File: src/rtl/serial_comparator_rl.sv
`default_nettype none
// ============================================================================
// Module      : serial_comparator_rl
// Description : Bit-serial magnitude comparator. Captures two K-bit operands
//               on an accepted start, scans them one bit per clock from LSB
//               to MSB, and reports A>B, A<B or A==B with a one-cycle done
//               pulse. A more significant differing bit overrides any
//               decision taken on a less significant bit.
// Ports       : clk      - rising-edge clock
//               rst_n    - asynchronous active-low reset
//               start    - comparison request, sampled only while idle
//               A_valor  - operand A, captured on the accepted start edge
//               B_valor  - operand B, captured on the accepted start edge
//               busy     - high while the bits are being scanned and for the
//                          result cycle; start is ignored while high
//               done     - one-cycle pulse, result flags valid from here on
//               A_mayor  - result A > B
//               B_mayor  - result A < B
//               iguales  - result A == B
// Revision    : 1.0 - initial release
// ============================================================================
module serial_comparator_rl #(
    parameter int K     = 2,
    parameter int CNT_W = $clog2(K + 1)
) (
    input  logic         clk,
    input  logic         rst_n,
    input  logic         start,
    input  logic [K-1:0] A_valor,
    input  logic [K-1:0] B_valor,
    output logic         busy,
    output logic         done,
    output logic         A_mayor,
    output logic         B_mayor,
    output logic         iguales
);

    localparam logic [1:0] c_s_idle  = 2'd0;
    localparam logic [1:0] c_s_shift = 2'd1;
    localparam logic [1:0] c_s_done  = 2'd2;

    localparam logic [1:0] c_dec_eq = 2'd0;
    localparam logic [1:0] c_dec_gt = 2'd1;
    localparam logic [1:0] c_dec_lt = 2'd2;

    // Count value seen while the MSB sits at position 0 of the shift regs.
    localparam logic [CNT_W-1:0] c_last = CNT_W'(K - 1);

    logic [1:0]       r_state;
    logic [K-1:0]     r_sa;
    logic [K-1:0]     r_sb;
    logic [CNT_W-1:0] r_cnt;
    logic [1:0]       r_dec;
    logic             r_busy;
    logic             r_done;
    logic             r_a_mayor;
    logic             r_b_mayor;
    logic             r_iguales;

    always_ff @(posedge clk or negedge rst_n) begin
        if (!rst_n) begin
            r_state   <= c_s_idle;
            r_sa      <= '0;
            r_sb      <= '0;
            r_cnt     <= '0;
            r_dec     <= c_dec_eq;
            r_busy    <= 1'b0;
            r_done    <= 1'b0;
            r_a_mayor <= 1'b0;
            r_b_mayor <= 1'b0;
            r_iguales <= 1'b0;
        end else begin
            r_done <= 1'b0;
            case (r_state)
                c_s_idle: begin
                    if (start) begin
                        r_sa      <= A_valor;
                        r_sb      <= B_valor;
                        r_cnt     <= '0;
                        r_dec     <= c_dec_eq;
                        r_a_mayor <= 1'b0;
                        r_b_mayor <= 1'b0;
                        r_iguales <= 1'b0;
                        r_busy    <= 1'b1;
                        r_state   <= c_s_shift;
                    end
                end
                c_s_shift: begin
                    // Bits arrive LSB first, so any difference found now is
                    // more significant than the one already recorded and
                    // simply replaces it; equal bits keep the old decision.
                    if (r_sa[0] && !r_sb[0]) begin
                        r_dec <= c_dec_gt;
                    end else if (!r_sa[0] && r_sb[0]) begin
                        r_dec <= c_dec_lt;
                    end
                    r_sa  <= r_sa >> 1;
                    r_sb  <= r_sb >> 1;
                    r_cnt <= r_cnt + 1'b1;
                    if (r_cnt == c_last) begin
                        r_state <= c_s_done;
                    end
                end
                c_s_done: begin
                    // Flags and done land together as the FSM returns to
                    // idle, so the result is visible in the first idle cycle.
                    r_done    <= 1'b1;
                    r_a_mayor <= (r_dec == c_dec_gt);
                    r_b_mayor <= (r_dec == c_dec_lt);
                    r_iguales <= (r_dec == c_dec_eq);
                    r_busy    <= 1'b0;
                    r_state   <= c_s_idle;
                end
                default: begin
                    r_busy  <= 1'b0;
                    r_state <= c_s_idle;
                end
            endcase
        end
    end

    assign busy    = r_busy;
    assign done    = r_done;
    assign A_mayor = r_a_mayor;
    assign B_mayor = r_b_mayor;
    assign iguales = r_iguales;

endmodule
`default_nettype wire

File: config.mk
export PLATFORM = sky130hd
export DESIGN_NAME = serial_comparator_rl
export DESIGN_NICKNAME = d
export VERILOG_FILES = /design/src/rtl/serial_comparator_rl.sv
export SDC_FILE = /design/constraint.sdc
export NUM_CORES = 1
export LEC_CHECK = 0
export BUFFER_PORTS_ARGS = -buffer_cell sky130_fd_sc_hd__buf_4
export CORE_AREA = 10 10 47 49
export CTS_BUF_LIST = sky130_fd_sc_hd__clkbuf_4 sky130_fd_sc_hd__clkbuf_8
export CTS_CLUSTER_DIAMETER = 60
export DETAILED_ROUTE_END_ITERATION = 6
export DIE_AREA = 0 0 57 59
export PLACE_DENSITY = 0.85
export SYNTH_ARGS = -nofsm -noshare
export SYNTH_HDL_FRONTEND = slang
export SYNTH_SLANG_ARGS = --single-unit
File: constraint.sdc
create_clock -name clk -period 1.3 [get_ports clk]
set_clock_uncertainty 0.05 [all_clocks]
set_input_delay 0.13 -clock clk [delete_from_list [all_inputs] [get_ports clk]]
set_output_delay 0.13 -clock clk [all_outputs]
set_load 0.01 [all_outputs]
==> results of run 1 <==
[stage by stage]
step | std cells | hold slack, ns | instance area, um2 | setup slack [ns] | power, mW
after global routing | 93 | 0.04685 | 814.5 | 0.002709 | 2.064
after global placement | 88 | -0.05890 | 775.7 | 0.07672 | 1.594
after detailed placement | 88 | -0.05818 | 775.7 | 0.02893 | 1.647
after floorplan | 64 | -0.2156 | 706.9 | 0.1916 | 1.456
after CTS | 93 | 0.05206 | 813.3 | 0.04092 | 1.915
final | 93 | 0.05045 | 814.5 | 0.06939 | 1.898
[registers in the layout, summed over array words and instances, names as in the netlist, 2 cells and up]
register,count
r_cnt,2
r_dec,2
r_sa,2
r_sb,2
r_state,2
[what timing repair did]
item / in CTS / in global routing
hold buffers: 1 / 0
setup endpoints to repair: 1 / 1
gates resized for setup: 1 / 1
pin swaps: 0 / 0
hold endpoints to repair: 15 / 0
[worst max-delay path, delay by kind of cell, from the launching register on]
kind            cells  cell delay [ns]
compound gates      2             0.24
simple gates        1             0.05
buf+inv             1             0.05
flops               1             0.39
fa+ha+maj           1             0.33
[synthesized netlist by cell type (all sizes together)]
| master | count | area [um2] |
|---|---|---|
| nor3 | 2 | 21.27 |
| inv | 5 | 21.27 |
| a32o | 2 | 20.02 |
| nor2b | 1 | 6.260 |
| o21bai | 1 | 18.77 |
| a21oi | 5 | 25.02 |
| o21ai | 7 | 38.78 |
| nor2 | 5 | 21.27 |
| buf | 3 | 33.78 |
| nand2b | 2 | 15.02 |
| and3 | 1 | 6.260 |
| dfrtp | 15 | 375.4 |
| a22o | 2 | 17.52 |
| ha | 2 | 25.02 |
| and2b | 1 | 10.01 |
| nand2 | 5 | 18.77 |
| o22ai | 4 | 25.02 |
| a22oi | 1 | 7.510 |
[cell families after synthesis]
logic type | synth area share [%]
flip-flops | 53.10
AO/OA/AOI/OAI | 21.59
AND/OR/NAND/NOR | 13.98
buffers and inverters | 7.787
adder cells (fa/ha/maj) | 3.539
[per-layer routing]
layer	GRT usage [%]	part of all wire, %
met2	13.49	47
met4	8.054	3.6
met5	0	0
met3	3.863	7.0
met1	9.091	42
[power breakdown]
group / switching (mW) / leakage (nW) / total [mW] / internal, mW
Combinational: 0.392 / 0.172 / 0.761 / 0.369
Sequential: 0.217 / 0.191 / 0.873 / 0.656
Clock: 0.149 / 0.0177 / 0.264 / 0.114
[cell type report]
| type | instances | share of cell area (%) |
|---|---|---|
| clock buffers | 3 | 2.765 |
| clock inverters | 1 | 0.6144 |
| inverters | 5 | 2.611 |
| multi-input cells | 41 | 33.95 |
| flip-flops and latches | 15 | 46.24 |
| well taps | 16 | 2.458 |
| repair buffers | 12 | 11.37 |
[worst max-delay path by stage]
stage	slack (ns)	cells after the start	to	from
finish	0.07	5	r_dec[0]	r_sb[0]
global route	0.003	4	r_dec[1]	r_sa[0]
CTS	0.04	2	r_sa[1]	r_state[1]
detailed placement	0.03	4	r_dec[0]	r_sa[0]
global placement	0.08	2	r_sa[1]	r_state[1]
floorplan	0.19	3	r_dec[0]	r_sa[0]
==> impl_metrics.json, run 1 <==
{
  "wl_per_cell_um": 14.49,
  "cp.required_ns": 1.42,
  "drc": 0,
  "syn_inst": 64,
  "viasPerCell": 5.656,
  "holdPathEnd": "r_sb[1]",
  "power.density_mw_per_mm2": 2330,
  "seq_area_frac_synth_pct": 53.10,
  "fin_crit_sh_pct": 94.66,
  "cts_sinks": 15,
  "maxSlewHeadroom_pct": 72.71,
  "postLayoutCoreUtil_pct": 58.13,
  "hold-path-cell-count": 3,
  "regArea_um2": 376.6,
  "grt_max_degree": 16,
  "area_growth_pct": 15.22,
  "drv_slew": 0,
  "clkLatencyLatePin_ns": 0.29,
  "ios": 12,
  "gp_congestion": 0.7818,
  "final_cell_mix": "dfrtp_1 (14), buf_4 (11), nand2_1 (5), a21oi_1 (5)",
  "rsz0062_at_grt": "false",
  "ys_warn_count": 0,
  "fmax_ghz": 0.8126,
  "final_hold_viol_count": 0,
  "critPathKind": "reg2reg",
  "hp-start": "B_valor[1]",
  "die-height_um": 59,
  "syn_area_um2": 706.9,
  "cp_cell_sequence": "inv_1 -> ha_1 -> nor2_1 -> a22oi_1 -> o21ai_1",
  "diodes": 0,
  "grtUsageTotal_pct": 8.879,
  "port_buffers": 11,
  "hold_path.class": "in2reg",
  "clk_pin_slew_ns": 0.09,
  "totalWireLength_um": 1348,
  "die_w_um": 57,
  "ys_types": 25,
  "grt_antenna_before_repair": 0,
  "nNetsFinal": 87,
  "cts_max_path_buffers": 2,
  "layout-drive-gt1-share_pct": 31.17,
  "yosys_register_bits": 15,
  "fp.coreArea_mm2": 0.001401,
  "min_period_ns": 1.231,
  "grt_pass1_wl_um": 2249,
  "cts_max_level": 1,
  "die_area_mm2": 0.003363,
  "setup_violations": 0,
  "rows": 14,
  "tns_ns": 0,
  "syn_nets": 73,
  "crit_path_top_delay_cell": "dfrtp_1",
  "drtPass1Iterations": 4,
  "reg2reg_from": "r_sb[0]",
  "synth_area_per_cell_um2": 11.05,
  "crit_path_end_kind": "flip-flop",
  "cp_max_fo": 4,
  "tightest_slew_ns": 0.4094,
  "tritoncts": "done",
  "start_util_pct": 50.45,
  "root_buffer": "clkbuf_4",
  "dp_hpwl_um": 1055,
  "r2r-end": "r_dec[0]",
  "postCtsSetupBuffers": 0,
  "drtIter0Drc": 7,
  "peakVddDrop_uv": 1306,
  "cp_slowest_stage_delay_ns": 0.39,
  "via_count": 526,
  "cap_violations": 0,
  "multi_input_area_um2": 276.5,
  "cts_buffers": 3,
  "final_common_cell": "dfrtp_1",
  "r2r_cells": 5,
  "p_leak_nw": 0.3812,
  "status": "completed",
  "grt_overflow": 0,
  "start_kind": "flip-flop",
  "grt_pass1_vias": 499,
  "fillerInstances": 114,
  "timing.reg2reg.setup_slack_ns": 0.07,
  "drtAntennaViolNets": 0,
  "arrival_ns": 1.35
}
(Power assumes the default switching activity.)
==> inputs of run 2 (changes only) <==
--- a/config.mk
+++ b/config.mk
@@ -6,11 +6,11 @@
 export NUM_CORES = 1
 export LEC_CHECK = 0
 export BUFFER_PORTS_ARGS = -buffer_cell sky130_fd_sc_hd__buf_4
-export CORE_AREA = 10 10 47 49
+export CORE_AREA = 2 2 39 41
 export CTS_BUF_LIST = sky130_fd_sc_hd__clkbuf_4 sky130_fd_sc_hd__clkbuf_8
 export CTS_CLUSTER_DIAMETER = 60
 export DETAILED_ROUTE_END_ITERATION = 6
-export DIE_AREA = 0 0 57 59
+export DIE_AREA = 0 0 41 43
 export PLACE_DENSITY = 0.85
 export SYNTH_ARGS = -nofsm -noshare
 export SYNTH_HDL_FRONTEND = slang
==> run 2 against run 1 <==
  * First-iteration DRC count grew to 2.6 times the previous value
  * Sequential share of layout area is 0.42 points lower
  * Utilization grew 1.3 points
  * Critical endpoint unchanged
==> impl_metrics.json, run 2 (synthesized netlist as in run 1, its figures left out) <==
{
  "grt_pass1_vias": 478,
  "cp_cell_sequence": "ha_1 -> nor2_1 -> a22oi_1 -> o21ai_0",
  "nNetsFinal": 87,
  "cts_max_path_buffers": 2,
  "crit_family": "flip-flops",
  "cts_sinks": 15,
  "port_buffers": 11,
  "clk_pin_slew_ns": 0.08,
  "grt_antenna_before_repair": 0,
  "arrival_ns": 1.37,
  "placed_cell_area_um2": 775.7,
  "min_period_ns": 1.259,
  "place_inst": 88,
  "drtIter0Drc": 18,
  "design_area_um2": 822.0,
  "drtAntennaViolNets": 0,
  "tritoncts": "done",
  "fmax_ghz": 0.7944,
  "final_common_cell": "dfrtp_1",
  "tightest_slew_ns": 0.4025,
  "clkLatencyLatePin_ns": 0.28,
  "fin_crit_sh_pct": 96.83,
  "hold_path.class": "in2reg",
  "ios": 12,
  "setup_violations": 0,
  "grtUsageTotal_pct": 18.24,
  "grt_max_degree": 16,
  "die_w_um": 41,
  "fin_ws_ns": 0.04121,
  "die_area_mm2": 0.001763,
  "start_kind": "flip-flop",
  "critPathKind": "reg2reg",
  "gp_congestion": 0.7880,
  "area_growth_pct": 16.28,
  "postLayoutCoreUtil_pct": 59.40,
  "viasPerCell": 5.613,
  "rows": 14,
  "cts_buffers": 3,
  "drv_slew": 0,
  "maxSlewHeadroom_pct": 73.16,
  "root_buffer": "clkbuf_4",
  "diodes": 0,
  "peakVddDrop_uv": 1314,
  "power.density_mw_per_mm2": 2349,
  "final_cell_mix": "dfrtp_1 (14), buf_4 (11), nand2_1 (5), o21ai_0 (5), a21oi_1 (5)",
  "fin_cells": 93,
  "dp_slack_ns": 0.08357,
  "wl_per_cell_um": 13.39,
  "cp_max_fo": 4,
  "grt_overflow": 0,
  "crit_path_end_kind": "flip-flop",
  "dp_hpwl_um": 915.1,
  "via_count": 522,
  "final_hold_viol_count": 0,
  "totalWireLength_um": 1245,
  "drtPass1Iterations": 4,
  "worst_hold_slack_ns": 0.05096,
  "rsz0062_at_grt": "false",
  "cap_violations": 0,
  "cp.required_ns": 1.41,
  "fp.coreArea_mm2": 0.001384,
  "die-height_um": 43,
  "status": "completed",
  "layout-drive-gt1-share_pct": 32.47,
  "finalPower_mw": 1.931,
  "p_leak_nw": 0.3841,
  "start_util_pct": 51.08,
  "cts_max_level": 1,
  "tns_ns": 0,
  "crit_path_top_delay_cell": "dfrtp_1",
  "cp_slowest_stage_delay_ns": 0.42,
  "grt_pass1_wl_um": 2083,
  "drc": 0,
  "path_buf_inv": 0
}
[run 2: changes by cell type in the layout (fill, tap and decap cells not counted)]
cell	change
clkbuf_4	+1
o21ai_1	-1
o21ai_0	+1
nor3_2	+1
nor3_1	-1
clkinv_2	-1
[run 2: final cells by class]
type,count,area [um2]
Timing Repair Buffer,12,92.59
Clock buffer,4,30.03
Fill cell,119,561.8
Multi-Input combinational cell,41,281.5
Inverter,5,21.27
Tap cell,16,20.02
Sequential cell,15,376.6
[run 2: report_power, final]
part           internal, mW  leakage, nW  total [mW]  switching, mW
registers             0.656        0.191       0.876          0.220
clock network         0.140       0.0184       0.279          0.139
logic                 0.375        0.175       0.776          0.401
total                  1.17        0.384        1.93          0.760
[run 2: metal layers]
metal  wire [um]  part of all wire [%]  global-route usage (%)  vias up
met4          24                   1.9                   11.33        0
li1            -                     -                       -      250
met1         565                    45                   23.02      248
met3          70                   5.6                   7.853        4
met5           0                     0                       0        -
met2         585                    47                   24.69       20
[run 2: path summary, 6_finish.rpt]
check	from	end	slack (ns)	cells past startpoint
min in group asynchronous	rst_n	r_sa[1]	0.18	2
setup reg to reg	r_sa[0]	r_dec[0]	0.04	4
hold / removal	A_valor[1]	r_sa[1]	0.05	2
hold reg to reg	r_cnt[1]	r_cnt[1]	0.44	2
max in group asynchronous	rst_n	r_state[1]	0.84	2
setup / recovery	r_sa[0]	r_dec[0]	0.04	4
[run 2: worst register-to-register path: stages, from the launching register on]
cell	delay [ns]
dfrtp_1	0.42
ha_1	0.37
nor2_1	0.06
a22oi_1	0.14
o21ai_0	0.10
[run 2: what timing repair did]
| action | 4_1_cts | 5_1_grt |
|---|---|---|
| buffers inserted | 0 | 0 |
| endpoints found under the setup margin | 0 | 1 |
| endpoints found under the hold margin | 15 | 0 |
| hold buffers | 1 | 0 |
| resized for setup | 0 | 2 |
